`config.mk`:
```
export PLATFORM = sky130hd
export DESIGN_NAME = matmul_job_seq_flat
export DESIGN_NICKNAME = d
export VERILOG_FILES = /design/src/rtl/matmul_job_seq_if.sv /design/src/rtl/matmul_job_seq.sv /design/src/flat_wrapper.sv
export SDC_FILE = /design/constraint.sdc
export NUM_CORES = 1
export LEC_CHECK = 0
export CAP_MARGIN = 0
export CORE_MARGIN = 2
export CORE_UTILIZATION = 40
export CTS_CLUSTER_DIAMETER = 200
export DETAILED_ROUTE_END_ITERATION = 8
export SLEW_MARGIN = 20
export SYNTH_ARGS = -nofsm -noshare
export SYNTH_HDL_FRONTEND = slang
export SYNTH_SLANG_ARGS = --single-unit
export TNS_END_PERCENT = 10
```
`constraint.sdc`:
```
create_clock -name clk -period 4.9 [get_ports clk]
set_input_delay 0.98 -clock clk [delete_from_list [all_inputs] [get_ports clk]]
set_output_delay 0.98 -clock clk [all_outputs]
set_load 0.02 [all_outputs]
```
`src/rtl/matmul_job_seq_if.sv`:
```
// Host/engine-facing bundle of the matmul job sequencer. The slave modport is
// the sequencer's view; the master modport is the view of whatever drives it
// (host command side plus the engine's ret/mem_req responses).
interface matmul_job_seq_if #(
    parameter int MEM_AW   = 16,
    parameter int DIM_BITS = 16,
    parameter int TAG_W    = 8,
    parameter int DEPTH    = 4
);
    localparam int CMD_W = 3*MEM_AW + 6*DIM_BITS;
    localparam int LVL_W = $clog2(DEPTH) + 1;

    logic                cmd_vld;
    logic                cmd_rdy;
    logic [CMD_W-1:0]    cmd_data;
    logic [TAG_W-1:0]    cmd_tag;
    logic [MEM_AW-1:0]   aBASE;
    logic [MEM_AW-1:0]   bBASE;
    logic [MEM_AW-1:0]   cBASE;
    logic [DIM_BITS-1:0] aSTRIDE;
    logic [DIM_BITS-1:0] bSTRIDE;
    logic [DIM_BITS-1:0] cSTRIDE;
    logic [DIM_BITS-1:0] aROWS;
    logic [DIM_BITS-1:0] aCOLS;
    logic [DIM_BITS-1:0] bCOLS;
    logic                go;
    logic                ret;
    logic                mem_req;
    logic                done_vld;
    logic [TAG_W-1:0]    done_tag;
    logic                busy;
    logic [15:0]         jobs_done;
    logic [LVL_W-1:0]    fifo_level;

    modport slave (
        input  cmd_vld, cmd_data, cmd_tag, ret, mem_req,
        output cmd_rdy, aBASE, bBASE, cBASE, aSTRIDE, bSTRIDE, cSTRIDE,
               aROWS, aCOLS, bCOLS, go, done_vld, done_tag, busy,
               jobs_done, fifo_level
    );

    modport master (
        output cmd_vld, cmd_data, cmd_tag, ret, mem_req,
        input  cmd_rdy, aBASE, bBASE, cBASE, aSTRIDE, bSTRIDE, cSTRIDE,
               aROWS, aCOLS, bCOLS, go, done_vld, done_tag, busy,
               jobs_done, fifo_level
    );
endinterface

```
`src/rtl/matmul_job_seq.sv`:
```
// Job sequencer in front of the matmul engine: queues descriptors, loads the
// engine parameters, holds go until the engine shows it started, and reports
// one tagged completion per job. Jobs with no rows or no output columns are
// completed without starting the engine.
module matmul_job_seq #(
    parameter int MEM_AW   = 16,
    parameter int DIM_BITS = 16,
    parameter int TAG_W    = 8,
    parameter int DEPTH    = 4
) (
    input  logic              clk,
    input  logic              rst,
    matmul_job_seq_if.slave   bus
);
    localparam int CMD_W = 3*MEM_AW + 6*DIM_BITS;
    localparam int ENT_W = CMD_W + TAG_W;
    localparam int PTR_W = $clog2(DEPTH);
    localparam int LVL_W = PTR_W + 1;

    // FIFO entry layout: {cmd_data, cmd_tag}
    localparam int B_COLS_LSB = TAG_W;
    localparam int A_COLS_LSB = TAG_W + DIM_BITS;
    localparam int A_ROWS_LSB = TAG_W + 2*DIM_BITS;
    localparam int C_STR_LSB  = TAG_W + 3*DIM_BITS;
    localparam int B_STR_LSB  = TAG_W + 4*DIM_BITS;
    localparam int A_STR_LSB  = TAG_W + 5*DIM_BITS;
    localparam int C_BASE_LSB = TAG_W + 6*DIM_BITS;
    localparam int B_BASE_LSB = TAG_W + 6*DIM_BITS + MEM_AW;
    localparam int A_BASE_LSB = TAG_W + 6*DIM_BITS + 2*MEM_AW;

    typedef enum logic [2:0] {
        IDLE   = 3'd0,
        LOAD   = 3'd1,
        LAUNCH = 3'd2,
        RUN    = 3'd3,
        SKIP   = 3'd4,
        DONE   = 3'd5
    } state_t;

    state_t              state_r, state_s;
    logic [ENT_W-1:0]    mem_r [DEPTH];
    logic [PTR_W-1:0]    wr_ptr_r, rd_ptr_r;
    logic [LVL_W-1:0]    level_r, level_s;
    logic [ENT_W-1:0]    head_s;
    logic                push_s, pop_s, head_run_s, go_s;
    logic                cmd_rdy_r, go_r, done_vld_r, busy_r;
    logic [TAG_W-1:0]    job_tag_r, done_tag_r;
    logic [15:0]         jobs_done_r;
    logic [MEM_AW-1:0]   a_base_r, b_base_r, c_base_r;
    logic [DIM_BITS-1:0] a_stride_r, b_stride_r, c_stride_r;
    logic [DIM_BITS-1:0] a_rows_r, a_cols_r, b_cols_r;

    assign push_s     = bus.cmd_vld & cmd_rdy_r;
    assign pop_s      = (state_r == IDLE) && (level_r != LVL_W'(0));
    assign head_s     = mem_r[rd_ptr_r];
    // The engine is only started when the job produces at least one output.
    assign head_run_s = (head_s[A_ROWS_LSB +: DIM_BITS] != '0) &&
                        (head_s[B_COLS_LSB +: DIM_BITS] != '0);

    // Next FIFO occupancy; simultaneous push and pop leave it unchanged.
    always_comb begin
        level_s = level_r;
        case ({push_s, pop_s})
            2'b10:   level_s = level_r + LVL_W'(1);
            2'b01:   level_s = level_r - LVL_W'(1);
            default: level_s = level_r;
        endcase
    end

    // Next state and next go level; go is raised as the job is popped so the
    // engine sees it while the parameters settle in LOAD.
    always_comb begin
        state_s = state_r;
        go_s    = 1'b0;
        case (state_r)
            IDLE: begin
                if (pop_s) begin
                    state_s = LOAD;
                    go_s    = head_run_s;
                end else begin
                    state_s = IDLE;
                end
            end
            LOAD: begin
                if ((a_rows_r == '0) || (b_cols_r == '0)) begin
                    state_s = SKIP;
                end else begin
                    state_s = LAUNCH;
                    go_s    = 1'b1;
                end
            end
            LAUNCH: begin
                if (bus.ret) begin
                    state_s = DONE;
                end else if (bus.mem_req) begin
                    state_s = RUN;
                end else begin
                    state_s = LAUNCH;
                    go_s    = 1'b1;
                end
            end
            RUN: begin
                if (bus.ret) begin
                    state_s = DONE;
                end else begin
                    state_s = RUN;
                end
            end
            SKIP:    state_s = DONE;
            DONE:    state_s = IDLE;
            default: state_s = IDLE;
        endcase
    end

    // Descriptor storage; contents need no reset because level gates reads.
    always_ff @(posedge clk) begin
        if (push_s) begin
            mem_r[wr_ptr_r] <= {bus.cmd_data, bus.cmd_tag};
        end
    end

    // FIFO pointers, occupancy and ready flag.
    always_ff @(posedge clk) begin
        if (rst) begin
            wr_ptr_r  <= '0;
            rd_ptr_r  <= '0;
            level_r   <= '0;
            cmd_rdy_r <= 1'b0;
        end else begin
            if (push_s) wr_ptr_r <= wr_ptr_r + PTR_W'(1);
            if (pop_s)  rd_ptr_r <= rd_ptr_r + PTR_W'(1);
            level_r   <= level_s;
            cmd_rdy_r <= (level_s != LVL_W'(DEPTH));
        end
    end

    // Control state, handshake outputs and the completion counter.
    always_ff @(posedge clk) begin
        if (rst) begin
            state_r     <= IDLE;
            go_r        <= 1'b0;
            done_vld_r  <= 1'b0;
            done_tag_r  <= '0;
            jobs_done_r <= 16'd0;
            busy_r      <= 1'b0;
        end else begin
            state_r    <= state_s;
            go_r       <= go_s;
            done_vld_r <= (state_s == DONE);
            busy_r     <= !((state_s == IDLE) && (level_s == LVL_W'(0)));
            if (state_s == DONE) begin
                done_tag_r  <= job_tag_r;
                jobs_done_r <= jobs_done_r + 16'd1;
            end
        end
    end

    // Engine parameters and job tag: captured on pop, held otherwise.
    always_ff @(posedge clk) begin
        if (rst) begin
            a_base_r   <= '0;
            b_base_r   <= '0;
            c_base_r   <= '0;
            a_stride_r <= '0;
            b_stride_r <= '0;
            c_stride_r <= '0;
            a_rows_r   <= '0;
            a_cols_r   <= '0;
            b_cols_r   <= '0;
            job_tag_r  <= '0;
        end else if (pop_s) begin
            a_base_r   <= head_s[A_BASE_LSB +: MEM_AW];
            b_base_r   <= head_s[B_BASE_LSB +: MEM_AW];
            c_base_r   <= head_s[C_BASE_LSB +: MEM_AW];
            a_stride_r <= head_s[A_STR_LSB  +: DIM_BITS];
            b_stride_r <= head_s[B_STR_LSB  +: DIM_BITS];
            c_stride_r <= head_s[C_STR_LSB  +: DIM_BITS];
            a_rows_r   <= head_s[A_ROWS_LSB +: DIM_BITS];
            a_cols_r   <= head_s[A_COLS_LSB +: DIM_BITS];
            b_cols_r   <= head_s[B_COLS_LSB +: DIM_BITS];
            job_tag_r  <= head_s[TAG_W-1:0];
        end
    end

    assign bus.cmd_rdy    = cmd_rdy_r;
    assign bus.go         = go_r;
    assign bus.done_vld   = done_vld_r;
    assign bus.done_tag   = done_tag_r;
    assign bus.busy       = busy_r;
    assign bus.jobs_done  = jobs_done_r;
    assign bus.fifo_level = level_r;
    assign bus.aBASE      = a_base_r;
    assign bus.bBASE      = b_base_r;
    assign bus.cBASE      = c_base_r;
    assign bus.aSTRIDE    = a_stride_r;
    assign bus.bSTRIDE    = b_stride_r;
    assign bus.cSTRIDE    = c_stride_r;
    assign bus.aROWS      = a_rows_r;
    assign bus.aCOLS      = a_cols_r;
    assign bus.bCOLS      = b_cols_r;
endmodule

```
`src/flat_wrapper.sv`:
```
// flat-port wrapper written by rule: the top's interface ports become plain ports
module matmul_job_seq_flat 
#(
    parameter int MEM_AW   = 16,
    parameter int DIM_BITS = 16,
    parameter int TAG_W    = 8,
    parameter int DEPTH    = 4
)
  (clk, rst, bus_cmd_vld, bus_cmd_data, bus_cmd_tag, bus_ret, bus_mem_req, bus_cmd_rdy, bus_aBASE, bus_bBASE, bus_cBASE, bus_aSTRIDE, bus_bSTRIDE, bus_cSTRIDE, bus_aROWS, bus_aCOLS, bus_bCOLS, bus_go, bus_done_vld, bus_done_tag, bus_busy, bus_jobs_done, bus_fifo_level);
  matmul_job_seq_if #(.MEM_AW(MEM_AW), .DIM_BITS(DIM_BITS), .TAG_W(TAG_W), .DEPTH(DEPTH)) bus_i ();
  input  logic clk;
  input  logic rst;
  input wire logic [$bits(bus_i.cmd_vld)-1:0] bus_cmd_vld;
  input wire logic [$bits(bus_i.cmd_data)-1:0] bus_cmd_data;
  input wire logic [$bits(bus_i.cmd_tag)-1:0] bus_cmd_tag;
  input wire logic [$bits(bus_i.ret)-1:0] bus_ret;
  input wire logic [$bits(bus_i.mem_req)-1:0] bus_mem_req;
  output wire logic [$bits(bus_i.cmd_rdy)-1:0] bus_cmd_rdy;
  output wire logic [$bits(bus_i.aBASE)-1:0] bus_aBASE;
  output wire logic [$bits(bus_i.bBASE)-1:0] bus_bBASE;
  output wire logic [$bits(bus_i.cBASE)-1:0] bus_cBASE;
  output wire logic [$bits(bus_i.aSTRIDE)-1:0] bus_aSTRIDE;
  output wire logic [$bits(bus_i.bSTRIDE)-1:0] bus_bSTRIDE;
  output wire logic [$bits(bus_i.cSTRIDE)-1:0] bus_cSTRIDE;
  output wire logic [$bits(bus_i.aROWS)-1:0] bus_aROWS;
  output wire logic [$bits(bus_i.aCOLS)-1:0] bus_aCOLS;
  output wire logic [$bits(bus_i.bCOLS)-1:0] bus_bCOLS;
  output wire logic [$bits(bus_i.go)-1:0] bus_go;
  output wire logic [$bits(bus_i.done_vld)-1:0] bus_done_vld;
  output wire logic [$bits(bus_i.done_tag)-1:0] bus_done_tag;
  output wire logic [$bits(bus_i.busy)-1:0] bus_busy;
  output wire logic [$bits(bus_i.jobs_done)-1:0] bus_jobs_done;
  output wire logic [$bits(bus_i.fifo_level)-1:0] bus_fifo_level;
  assign bus_i.cmd_vld = bus_cmd_vld;
  assign bus_i.cmd_data = bus_cmd_data;
  assign bus_i.cmd_tag = bus_cmd_tag;
  assign bus_i.ret = bus_ret;
  assign bus_i.mem_req = bus_mem_req;
  assign bus_cmd_rdy = bus_i.cmd_rdy;
  assign bus_aBASE = bus_i.aBASE;
  assign bus_bBASE = bus_i.bBASE;
  assign bus_cBASE = bus_i.cBASE;
  assign bus_aSTRIDE = bus_i.aSTRIDE;
  assign bus_bSTRIDE = bus_i.bSTRIDE;
  assign bus_cSTRIDE = bus_i.cSTRIDE;
  assign bus_aROWS = bus_i.aROWS;
  assign bus_aCOLS = bus_i.aCOLS;
  assign bus_bCOLS = bus_i.bCOLS;
  assign bus_go = bus_i.go;
  assign bus_done_vld = bus_i.done_vld;
  assign bus_done_tag = bus_i.done_tag;
  assign bus_busy = bus_i.busy;
  assign bus_jobs_done = bus_i.jobs_done;
  assign bus_fifo_level = bus_i.fifo_level;
  matmul_job_seq #(.MEM_AW(MEM_AW), .DIM_BITS(DIM_BITS), .TAG_W(TAG_W), .DEPTH(DEPTH)) u_core (.clk(clk), .rst(rst), .bus(bus_i));
endmodule
```
### Yosys cells after proc, flatten, opt, wreduce, memory -nomap -nowiden

Memory sizes are Yosys's and may differ from the RTL's. A register that Yosys moved wholly into a read port is not among the register bits.
Cells that the tools add are included.

* register bits after elaboration: 190
* memory bits (writable): 608
* output and inout bits: 175
* word-level logic and storage cells: 64
* memories kept: 1

* $add $sub $neg: 5
* eq/ne operators: 8
* multiplexer cells: 16
* bitwise logic cells: 1
* reductions and logical operators: 13

Memories
* u_core.mem_r: words 4, width 152, rd ports 1, clocked after Yosys merged registers in 1, write ports 1, line matmul_job_seq.sv:41 `logic [ENT_W-1:0] mem_r [DEPTH];`

Operators by type and width (count)
* $logic_not A16 Y1: 2
* $reduce_bool A16 Y1: 2
* $add A16 B1 Y16 const B: 1
* $pmux W3 S5: 1
* $logic_not A3 Y1: 3
* $mux W3: 3
* $mux W1: 8
* $eq A3 B2 Y1 const B: 2
* $eq A3 B3 Y1 const B: 2
* $pmux W3 S2: 1
* $add A2 B1 Y2 const B: 2
* $mux W2: 2
* $add A3 B1 Y3 const B: 1
* $eq A3 B1 Y1 const B: 1
* $logic_and A1 B1 Y1: 3
* $ne A3 B3 Y1 const B: 1
* $pmux W1 S3: 1
* $reduce_bool A3 Y1: 1
* $sub A3 B1 Y3 const B: 1
* $eq A2 B1 Y1 const B: 1
* $eq A2 B2 Y1 const B: 1
* $and A1 B1 Y1: 1
* $logic_not A1 Y1: 1
* $logic_or A1 B1 Y1: 1

### Logic depth before layout (Yosys ltp)

* word-level depth: 7
* gate-level depth with buffers: 13

### Worst setup path after synthesis

OpenSTA, ideal clock, no wires.

* path kind: in2reg
* from: input port bus_cmd_vld
* to: memory u_core.mem_r[0][0] in the netlist's numbering, enable pin
* library setup time: 0.531 ns
* data arrival time: 4.517 ns
* setup slack: -0.148 ns
* cell stages on the path: 1
* buffers on the path: 0
* path through: and3_1

* word-level cells in the longest chain between the ends: 3

RTL lines
* start: declaration: line flat_wrapper.sv:13 `input wire logic [$bits(bus_i.cmd_vld)-1:0] bus_cmd_vld;`
* $and A1 B1 Y1: line matmul_job_seq.sv:53 `assign push_s = bus.cmd_vld & cmd_rdy_r;`
* $mux W1: line matmul_job_seq.sv:117 `if (push_s) begin`
* $mux W1 (not written as such): line matmul_job_seq.sv:118 `mem_r[wr_ptr_r] <= {bus.cmd_data, bus.cmd_tag};`
* end: declaration: line matmul_job_seq.sv:41

No other way between the ends.

### Worst setup path in the final report

* from: register u_core.state_r[1]
* to: register u_core.busy_r, in the netlist u_core.bus.busy

* word-level cells in the longest chain between the ends: 7
* elaborated cells between the ends (all ways): 15

RTL lines
* start: declaration: line matmul_job_seq.sv:40 `state_t state_r, state_s;`
* start signal: assignment: line matmul_job_seq.sv:147 `state_r <= state_s;`
* $logic_not A3 Y1: line matmul_job_seq.sv:54, matmul_job_seq.sv:75
* $logic_and A1 B1 Y1: line matmul_job_seq.sv:54 `assign pop_s = (state_r == IDLE) && (level_r != LVL_W'(0));`
* $mux W1, or another cell as far along: line matmul_job_seq.sv:77 `if (pop_s) begin`
* $pmux W3 S5 or $pmux W3 S2 (tied branches): line matmul_job_seq.sv:75, matmul_job_seq.sv:63
* $logic_not A3 Y1: line matmul_job_seq.sv:150 `busy_r <= !((state_s == IDLE) && (level_s == LVL_W'(0)));`
* $logic_and A1 B1 Y1 *: line matmul_job_seq.sv:150
* $logic_not A1 Y1 *: line matmul_job_seq.sv:150
* end signal: assignment: line matmul_job_seq.sv:150
* end: declaration: line matmul_job_seq.sv:46 `logic cmd_rdy_r, go_r, done_vld_r, busy_r;`

Mark *: on every way between the ends. The rest lies on a longest branch, timed or not.
A chain may end at the register's enable or synchronous reset.

==> metrics.txt <==
outcome=finished clean; Tcrit/Tclk final=0.642; All-Layer GR Usage=0.173; post-route minimum period=between 3 and 4 ns; WP data required=5.41 ns; die area=approximately 74000 sq um; number of synthesized flops with an enable pin=608; hold_buf cts=0; initial antenna violation count=12; placed insts=2889; grt total ovfl=0; largest family of logic cells by synthesized area=multiplexers; cell area power density=578 nW/um^2; first-pass GRT wire length=97400 microns; Die Y=approximately 270 microns; fmax=318 MHz; complex-gate fraction of the synthesized area=0.0313; post-synthesis net count=1834; top cell type's share of synthesized area=0.632; Setup crit end kind=flip-flop; chip width=273 microns; post_cts resized=0; post-synthesis sequential area ratio=0.766; # DRC=0; pin count of the biggest net entering global routing=91; Main synth FF type=edfxtp_1; Finished Layout Cells=3055; sum of buffers and inverters on the critical path=2; worst-margin pin slew=1.10 ns; most frequent cell after synthesis=edfxtp_1; I/O pin count=332; crit path cell chain=or4_4 -> inv_6 -> ha_1 -> inv_1 -> fa_1 -> nor2b_1 -> nand2_1 -> o21ai_0 -> a41oi_1 -> or2_2; main area contributors after synthesis=edfxtp_1 (63%), dfxtp_1 (13%), mux4_2 (12%); clock-pin slew of the registers on the worst-case setup and hold paths=0.06 ns; proportion of synthesized area in mux cells=0.119; IO buf count=331; Synth Register Bits=800; routed len/inst=21.2 microns; Final Wtd Congestion=0.758; Setup Buffers After CTS=0; Post-Synthesis Cells=1670; RSZ-0062 raised after global routing=no; Vias/cell=between 5 and 6; Total Wirelength=64700 microns; class of the worst hold path=reg2reg; Setup CP Type=reg2reg; P&R area growth vs syn=25.0%; core area=71500 sq um; Synth Area in Simple Gates=0.0588; post-route cell area=36100 sq um; post-synth cell types=37; Leak Pwr=0.0116 uW; placed inst area=33300 sq um; hold_ws=0.448 ns; clock skew=~0.028 ns; slowest CP cell=or4_4; CP arrival=3.66 ns; CP peak stage delay=0.70 ns; htree depth=3; TritonCTS clock tree=done; CTS buffer count=85; kind of cell adding the most delay to the critical path=simple AND/OR/NAND/NOR gates; final setup vio count=0; Mapped Area=28900 sq um; Starting DRT DRC Count=approximately 940; Slew Limit Fails=0; max-cap check violation count=0; Peak VDD IR=just over 400 uV; layout cells sized above 1=0.154; ANT nets after route=0; Layout Nets=2191; asr flop ratio synth=0; commonest cells in the netlist=edfxtp_1 (608), nand2_1 (336), dfxtp_1 (192); Ys Warns=0; number of global-route vias before repair=approximately 16000; dominant cell type by area after synthesis=edfxtp_1; CTS Root Cell=clkbuf_16; Post-Synth Adder-Cell Area=0.00329; # rows=98; via count=15500; R2R setup slack=roughly 1.8 ns; Syn Area/Cell=17.3 sq um; post-synthesis xor/xnor area fraction=0.00637; slew margin rel.=0.266; Clk Latency, worst-skew pair=0.62 ns; dpl hpwl=38500 microns; initial core utilization=0.404; crit start category=flip-flop; clock buffer depth=3; Hold Vio Cnt, Final=0; Critical Path Fanout Max=38; clk sink count=800; DRT Pass-1 Iters=5
worst paths after layout:
kind,start,end,cells past startpoint
setup / recovery,u_core.state_r[1]$_SDFF_PP0_,u_core.bus.busy$_SDFF_PP0_,10
setup reg to reg,u_core.state_r[1]$_SDFF_PP0_,u_core.bus.busy$_SDFF_PP0_,10
hold reg to reg,u_core.job_tag_r[6]$_SDFFE_PP0N_,u_core.bus.done_tag[6]$_SDFFE_PP0N_,2
hold / removal,u_core.job_tag_r[6]$_SDFFE_PP0N_,u_core.bus.done_tag[6]$_SDFFE_PP0N_,2
per-stage QoR:
stage	setup WS, ns	power (uW)	setup TNS [ns]	util
global placement	1.57	14900	0	0.466
finish	1.75	20900	0	0.505
detailed placement	1.50	15000	0	0.466
CTS	1.73	21200	0	0.504
global route	1.57	21900	0	0.505
floorplan	-0.148	12500	-90.14	-
logic make-up after synthesis:
family,count (synthesis)
fa+ha+maj,7
compound gates,174
flops,800
mux,152
simple gates,415
buf+inv,101
xor+xnor,21
power breakdown:
part | internal, uW | leakage, uW | switching, uW | total, uW
Combinational | 2440 | 0.00312 | 3430 | 5870
Sequential | 8280 | 0.00709 | 550 | 8830
Clock | 3610 | 0.00134 | 2540 | 6150
cell type report:
type	instances	area, sq um
fill	5870	35400
inverter	9	38.8
clock buffer	122	2430
timing repair buffer	362	3690
clock inverter	36	280
tap	950	1190
antenna	7	17.5
multi-input combinational	769	6330
sequential	800	22100
placed cells by master, fill, tap and decap left out, types with 2 or more instances in the layout:
master / Yosys / final
edfxtp_1: 608 / 608
nand2_1: 336 / 336
clkdlybuf4s50_1: 0 / 330
dfxtp_1: 192 / 190
a21oi_1: 165 / 165
mux4_2: 152 / 152
clkbuf_16: 0 / 86
nor2_1: 25 / 25
clkbuf_1: 42 / 21
buf_4: 4 / 20
nor4_1: 17 / 17
clkinv_2: 0 / 16
xor2_1: 15 / 15
clkbuf_8: 0 / 14
buf_12: 0 / 10
nand4_1: 9 / 9
clkinv_1: 0 / 9
inv_1: 8 / 8
diode_2: 0 / 7
xnor2_1: 6 / 6
nand3_1: 6 / 6
ha_1: 6 / 6
inv_6: 0 / 5
nor3_1: 4 / 4
and3_4: 0 / 4
and4_1: 3 / 3
o21ai_0: 3 / 3
bufinv_16: 0 / 3
and3_1: 6 / 2
and2_1: 2 / 2
a211oi_1: 2 / 2
dfxtp_4: 0 / 2
clkinv_4: 0 / 2
tightest hold or removal path, cell delays in order (launching register included):
cell     delay (ns)
dfxtp_1        0.30
nand2_1        0.05
a21oi_1        0.05
state kept, by name (all words and copies together), names as in the netlist, named ones only:
signal,flops
u_core.bus.jobs_done,16
u_core.bus.aROWS,16
u_core.bus.busy,1
u_core.bus.aSTRIDE,16
u_core.bus.bCOLS,16
u_core.bus.cSTRIDE,16
u_core.mem_r,608
u_core.bus.cBASE,16
u_core.bus.done_tag,8
u_core.bus.aCOLS,16
u_core.bus.bBASE,16
u_core.bus.fifo_level,3
u_core.bus.cmd_rdy,1
u_core.wr_ptr_r,2
u_core.bus.aBASE,16
u_core.bus.bSTRIDE,16
u_core.state_r,3
u_core.job_tag_r,8
u_core.bus.done_vld,1
u_core.bus.go,1
u_core.rd_ptr_r,2
metal layers:
layer,track usage,vias up,wire length (microns)
li1,-,7096,-
met1,0.219,7956,26700
met2,0.295,383,32800
met3,0.0391,100,3650
met4,0.0578,12,1500
met5,0,-,59
Note: power is estimated with default switching activity, not from simulation.
==> RTL change 1 (config.mk and constraints unchanged) <==
`TAG_W` is set to 8 in 3 places; all go to 10.
--- a/src/rtl/matmul_job_seq_if.sv
+++ b/src/rtl/matmul_job_seq_if.sv
@@ -5,5 +5,5 @@
     parameter int MEM_AW   = 16,
     parameter int DIM_BITS = 16,
-    parameter int TAG_W    = 8,
+    parameter int TAG_W    = 10,
     parameter int DEPTH    = 4
 );
--- a/src/rtl/matmul_job_seq.sv
+++ b/src/rtl/matmul_job_seq.sv
@@ -6,5 +6,5 @@
     parameter int MEM_AW   = 16,
     parameter int DIM_BITS = 16,
-    parameter int TAG_W    = 8,
+    parameter int TAG_W    = 10,
     parameter int DEPTH    = 4
 ) (
--- a/src/flat_wrapper.sv
+++ b/src/flat_wrapper.sv
@@ -4,5 +4,5 @@
     parameter int MEM_AW   = 16,
     parameter int DIM_BITS = 16,
-    parameter int TAG_W    = 8,
+    parameter int TAG_W    = 10,
     parameter int DEPTH    = 4
 )
Ports: changed (resized bus_cmd_tag and bus_done_tag); port bits go from 332 to 336. The function was not compared with the original's and may differ.
==> RTL change 1 against the original RTL <==
  * Fmax rose by 0.19%
  * Critical endpoint is now u_core.bus.cmd_rdy
  * Die area rose by 2.0%
  * Area after synthesis rose by 2.0%
  * Sequential cell count rose by 12
  * Wire length rose by 2.3%
  * First-iteration DRC count rose by 5.5%
  * Largest cell class unchanged
  * Cell area rose by 1.6%
  * Setup slack improved by 0.0058 ns
  * Total power rose by 0.16%
==> RTL change 1: results (changes against the original RTL) <==
Synthesis
  • Main area contributors after synthesis: edfxtp_1 63%, dfxtp_1 13%, mux4_2 10%, nand2_1 4.3%, a21oi_1 2.9% (was edfxtp_1 63%, dfxtp_1 13%, mux4_2 12%, nand2_1 4.4%, a21oi_1 2.9%)
  • Post-Synth Adder-Cell Area: 0.323% (was 0.329%)
  • Multiplexer share of the synthesized area: 12.1% (was 11.9%)
  • Syn Nets: 1866 (was 1834)
  • Netlist cell types: 45 (was 37)
  • Post-synth EDFFs: 616 (was 608)

Placement
  • Placed cell areas: 33800 sq um (was 33300 sq um)
  • Final HPWL from detailed placement: 38.3 mm (was 38.5 mm)

Final layout
  • Seq/total area: 61.2% (was 61.3%)
  • Layout cell share with drive strength beyond 1: 13.9% (was 15.4%)
  • Multi-Input Combinational: 787 (was 769)
  • Clock-cell share of area: 7.73% (was 7.51%)

Drt
  • Metal2 WL: 32.9 mm (was 32.8 mm)
  • Met3 wire len: 3.97 mm (was 3.65 mm)
  • DRT iter0 DRCs: 993 (was 941)
  • Via count: 15777 (was 15547)

Setup path
  • Worst Path Max Fanout: 96 (was 38)
  • CP arrival: 3.63 ns (was 3.66 ns)

Timing
  • Clock skew: 0.0182 ns (was 0.0278 ns)
  • Max Fclk: 0.318 GHz (about the same)

Pwr
  • P_comb: 5.53 mW (was 5.87 mW)
  • Switching Share: 30.5% (was 31.3%)

Global routing
  • First-pass GRT wire length: 99.4 mm (was 97.4 mm)
  • Largest net degree at the start of global routing: 155 (was 91)
  • GRT met2 Usage: 29.4% (was 29.5%)

Status
  • Outcome: complete, no violations (unchanged)

Clock network
  • Total clock sinks: 812 (was 800)
## RTL change 1: cell types whose count changed after synthesis, moves of 8 or more
cell	unedited run	this run
buf_2	43	30
edfxtp_1	608	616
mux4_1	0	20
mux4_2	152	134
xor2_1	15	7
## RTL change 1: worst paths after layout
path                             from                      to  cells past startpoint
min reg2reg    u_core.bus.done_tag[8]  u_core.bus.done_tag[8]                      2
max          u_core.bus.fifo_level[0]      u_core.bus.cmd_rdy                     11
min            u_core.bus.done_tag[8]  u_core.bus.done_tag[8]                      2
max reg2reg  u_core.bus.fifo_level[0]      u_core.bus.cmd_rdy                     11
## RTL change 1: metrics by stage
step           instances  utilization [%]  hold WS, ns
2_1_floorplan       1700                -        0.437
3_3_place_gp        2923             46.4        0.443
3_5_place_dp        2923             46.4        0.446
4_1_cts             3081             50.2        0.454
5_1_grt             3081             50.2        0.473
6_report            3083             50.3        0.454
==> RTL change 2 (same settings) <==
Without the edit above. The 6 states of `state_t` get a one-hot encoding in 6 bits.
--- a/src/rtl/matmul_job_seq.sv
+++ b/src/rtl/matmul_job_seq.sv
@@ -29,11 +29,11 @@
     localparam int A_BASE_LSB = TAG_W + 6*DIM_BITS + 2*MEM_AW;
 
-    typedef enum logic [2:0] {
-        IDLE   = 3'd0,
-        LOAD   = 3'd1,
-        LAUNCH = 3'd2,
-        RUN    = 3'd3,
-        SKIP   = 3'd4,
-        DONE   = 3'd5
+    typedef enum logic [5:0] {
+        IDLE   = 6'b000001,
+        LOAD   = 6'b000010,
+        LAUNCH = 6'b000100,
+        RUN    = 6'b001000,
+        SKIP   = 6'b010000,
+        DONE   = 6'b100000
     } state_t;
 
Function: no difference found for any inputs over 4 cycles, from zero or initial values and one cycle with rst high; so few cycles prove little.
==> RTL change 2 against the original RTL <==
  * Non-clock buffer count decreased by 11
  * Synthesized cell count is 1.4% higher
  * Cell area is 0.67% higher
  * Sequential cell count increased by 3
  * Wire length rose by 3.2%
  * Total power grew 1.1%
  * First-iteration DRC count rose by 11%
  * Area after synthesis increased by 0.75%
  * Combinational power fell by 1%
  * Die area is 0.73% higher
  * Utilization increased by 0.16 points
  * Sequential power about the same
  * Setup slack lost 0.023 ns
  * Critical endpoint unchanged
  * Largest power group unchanged
==> RTL change 2: results (changes against the original RTL) <==
Status
  • Outcome: complete, no violations (unchanged)

Clock network
  • Post-CTS setup buffers: 0 (unchanged)
  • Num CTS Buffers: 84 (was 85)
  • Skew-Pair Late Insertion Delay: 0.62 ns (about the same)
  • H-tree depth: 3 (unchanged)
  • CTS Buffer Depth: 3 (unchanged)

Drt
  • DRT iter0 DRCs: 1047 (was 941)
  • Via density per instance: 5.16 (was 5.09)
  • Pre-antenna DRT Iters: 6 (was 5)
  • Wirelength per Cell: 21.8 um (was 21.2 um)

Synthesis
  • Syn Nets: 1857 (was 1834)
  • Top cells by count, synth: 608 x edfxtp_1, 323 x nand2_1, 195 x dfxtp_1 (was 608 x edfxtp_1, 336 x nand2_1, 192 x dfxtp_1)
  • FFs w/ async S/R, synth: 0% (unchanged)
  • Main area contributors after synthesis: edfxtp_1 63%, dfxtp_1 13%, mux4_2 11%, nand2_1 4.2%, a21oi_1 2.9% (was edfxtp_1 63%, dfxtp_1 13%, mux4_2 12%, nand2_1 4.4%, a21oi_1 2.9%)
  • Post-Syn Area per Cell: 17.2 sq um (was 17.3 sq um)
  • Netlist cell types: 42 (was 37)
  • Yosys Warn Count: 0 (unchanged)
  • Sequential share of the synthesized area: 76.2% (was 76.6%)

Setup path
  • RR Startpoint: u_core.state_r[2] (was u_core.state_r[1])
  • CP arrival: 3.69 ns (was 3.66 ns)
  • Crit Path Class: reg2reg (unchanged)
  • Worst Path Max Fanout: 68 (was 38)

Pwr
  • Leak: 11.7 nW (was 11.6 nW)
  • Maximum vdd drop: 0.491 mV (was 0.410 mV)

Timing
  • Slew margin rel.: 32.4% (was 26.6%)
  • Clock skew: 0.0215 ns (was 0.0278 ns)

Final layout
  • Layout cell share with drive strength beyond 1: 14.5% (was 15.4%)
  • Top reg by flops: u_core.mem_r (unchanged)
  • Layout Nets: 2199 (was 2191)
  • Filler Cell Count: 5914 (was 5870)
  • Final Instance Count excl. Fillers: 3061 (was 3055)
  • Max FFs per register: 608 (unchanged)

Global routing
  • Initial antenna violation count: 16 (was 12)
  • Largest net degree at the start of global routing: 154 (was 91)
  • Vias in the first global route: 16454 (was 15903)
  • First-pass GRT wire length: 100 mm (was 97.4 mm)
  • Overall Global Routing Usage: 17.7% (was 17.3%)

Placement
  • GP Congestion: 0.777 (was 0.758)
  • I/O Buffers: 331 (unchanged)
  • Final HPWL from detailed placement: 38.2 mm (was 38.5 mm)
  • Placed cell areas: 33500 sq um (was 33300 sq um)
  • Placed Instances: 2899 (was 2889)

Hold path
  • Hold_sp: u_core.bus.bSTRIDE[9] (was u_core.job_tag_r[6])
[RTL change 2: final cells by class]
| cell class | count | area (sq um) | area share (%) |
|---|---|---|---|
| repair buffers | 351 | 3610 | 9.95 |
| well taps | 950 | 1190 | 3.27 |
| multi-input cells | 786 | 6470 | 17.8 |
| flip-flops and latches | 803 | 22200 | 61.0 |
| clock inverters | 35 | 413 | 1.14 |
| inverters | 9 | 38.8 | 0.107 |
| clock buffers | 121 | 2410 | 6.65 |
| diodes | 6 | 15.0 | 0.0413 |
[RTL change 2: path summary, 6_finish.rpt]
check / slack (ns) / cells after the start / to
setup / recovery: 1.73 / 10 / u_core.bus.busy
hold / removal: 0.45 / 2 / u_core.bus.bSTRIDE[9]
setup reg to reg: 1.73 / 10 / u_core.bus.busy
hold reg to reg: 0.45 / 2 / u_core.bus.bSTRIDE[9]
[RTL change 2: kinds of logic (layout without fill, tap and decap cells)]
family / Yosys count / after routing / synth area share (%)
AO/OA/AOI/OAI: 186 / 186 / 3.27
AND/OR/NAND/NOR: 423 / 423 / 6.14
multiplexers: 153 / 153 / 11.9
buffers and inverters: 104 / 516 / 1.62
XOR/XNOR: 17 / 17 / 0.512
adder cells (fa/ha/maj): 7 / 7 / 0.327
other: 0 / 6 / 0
flip-flops: 803 / 803 / 76.2
[RTL change 2: worst max-delay path, stage by stage (launching register included)]
cell and delay [ns]:
dfxtp_1 0.38, nor2_1 0.23, nand4_1 0.30, inv_6 0.58, ha_1 0.31, inv_1 0.07, fa_1 0.43, nor2b_1 0.15
mux2_2 0.28, nor2b_1 0.14, a41oi_1 0.20
[RTL change 2: stage by stage]
stage	hold slack (ns)	power, mW	setup slack [ns]	util [%]
6_report	0.453	21.1	1.73	50.6
5_1_grt	0.467	22.2	1.45	50.6
4_1_cts	0.455	21.4	1.71	50.6
3_5_place_dp	0.446	14.9	1.61	46.7
3_3_place_gp	0.442	14.8	1.67	46.7
2_1_floorplan	0.437	12.5	-0.148	-
[RTL change 2: layer usage]
layer	vias up	wire length, um	track usage [%]
li1	7173	-	-
met1	8069	27600	22.9
met2	410	32500	29.2
met3	105	5220	5.22
met4	26	1250	5.09
met5	-	165	0
[RTL change 2: power breakdown]
group / internal [mW] / switching (mW) / total [mW]
clock network: 3.86 / 2.58 / 6.44
logic: 2.40 / 3.39 / 5.79
registers: 8.32 / 0.544 / 8.86
total: 14.6 / 6.51 / 21.1
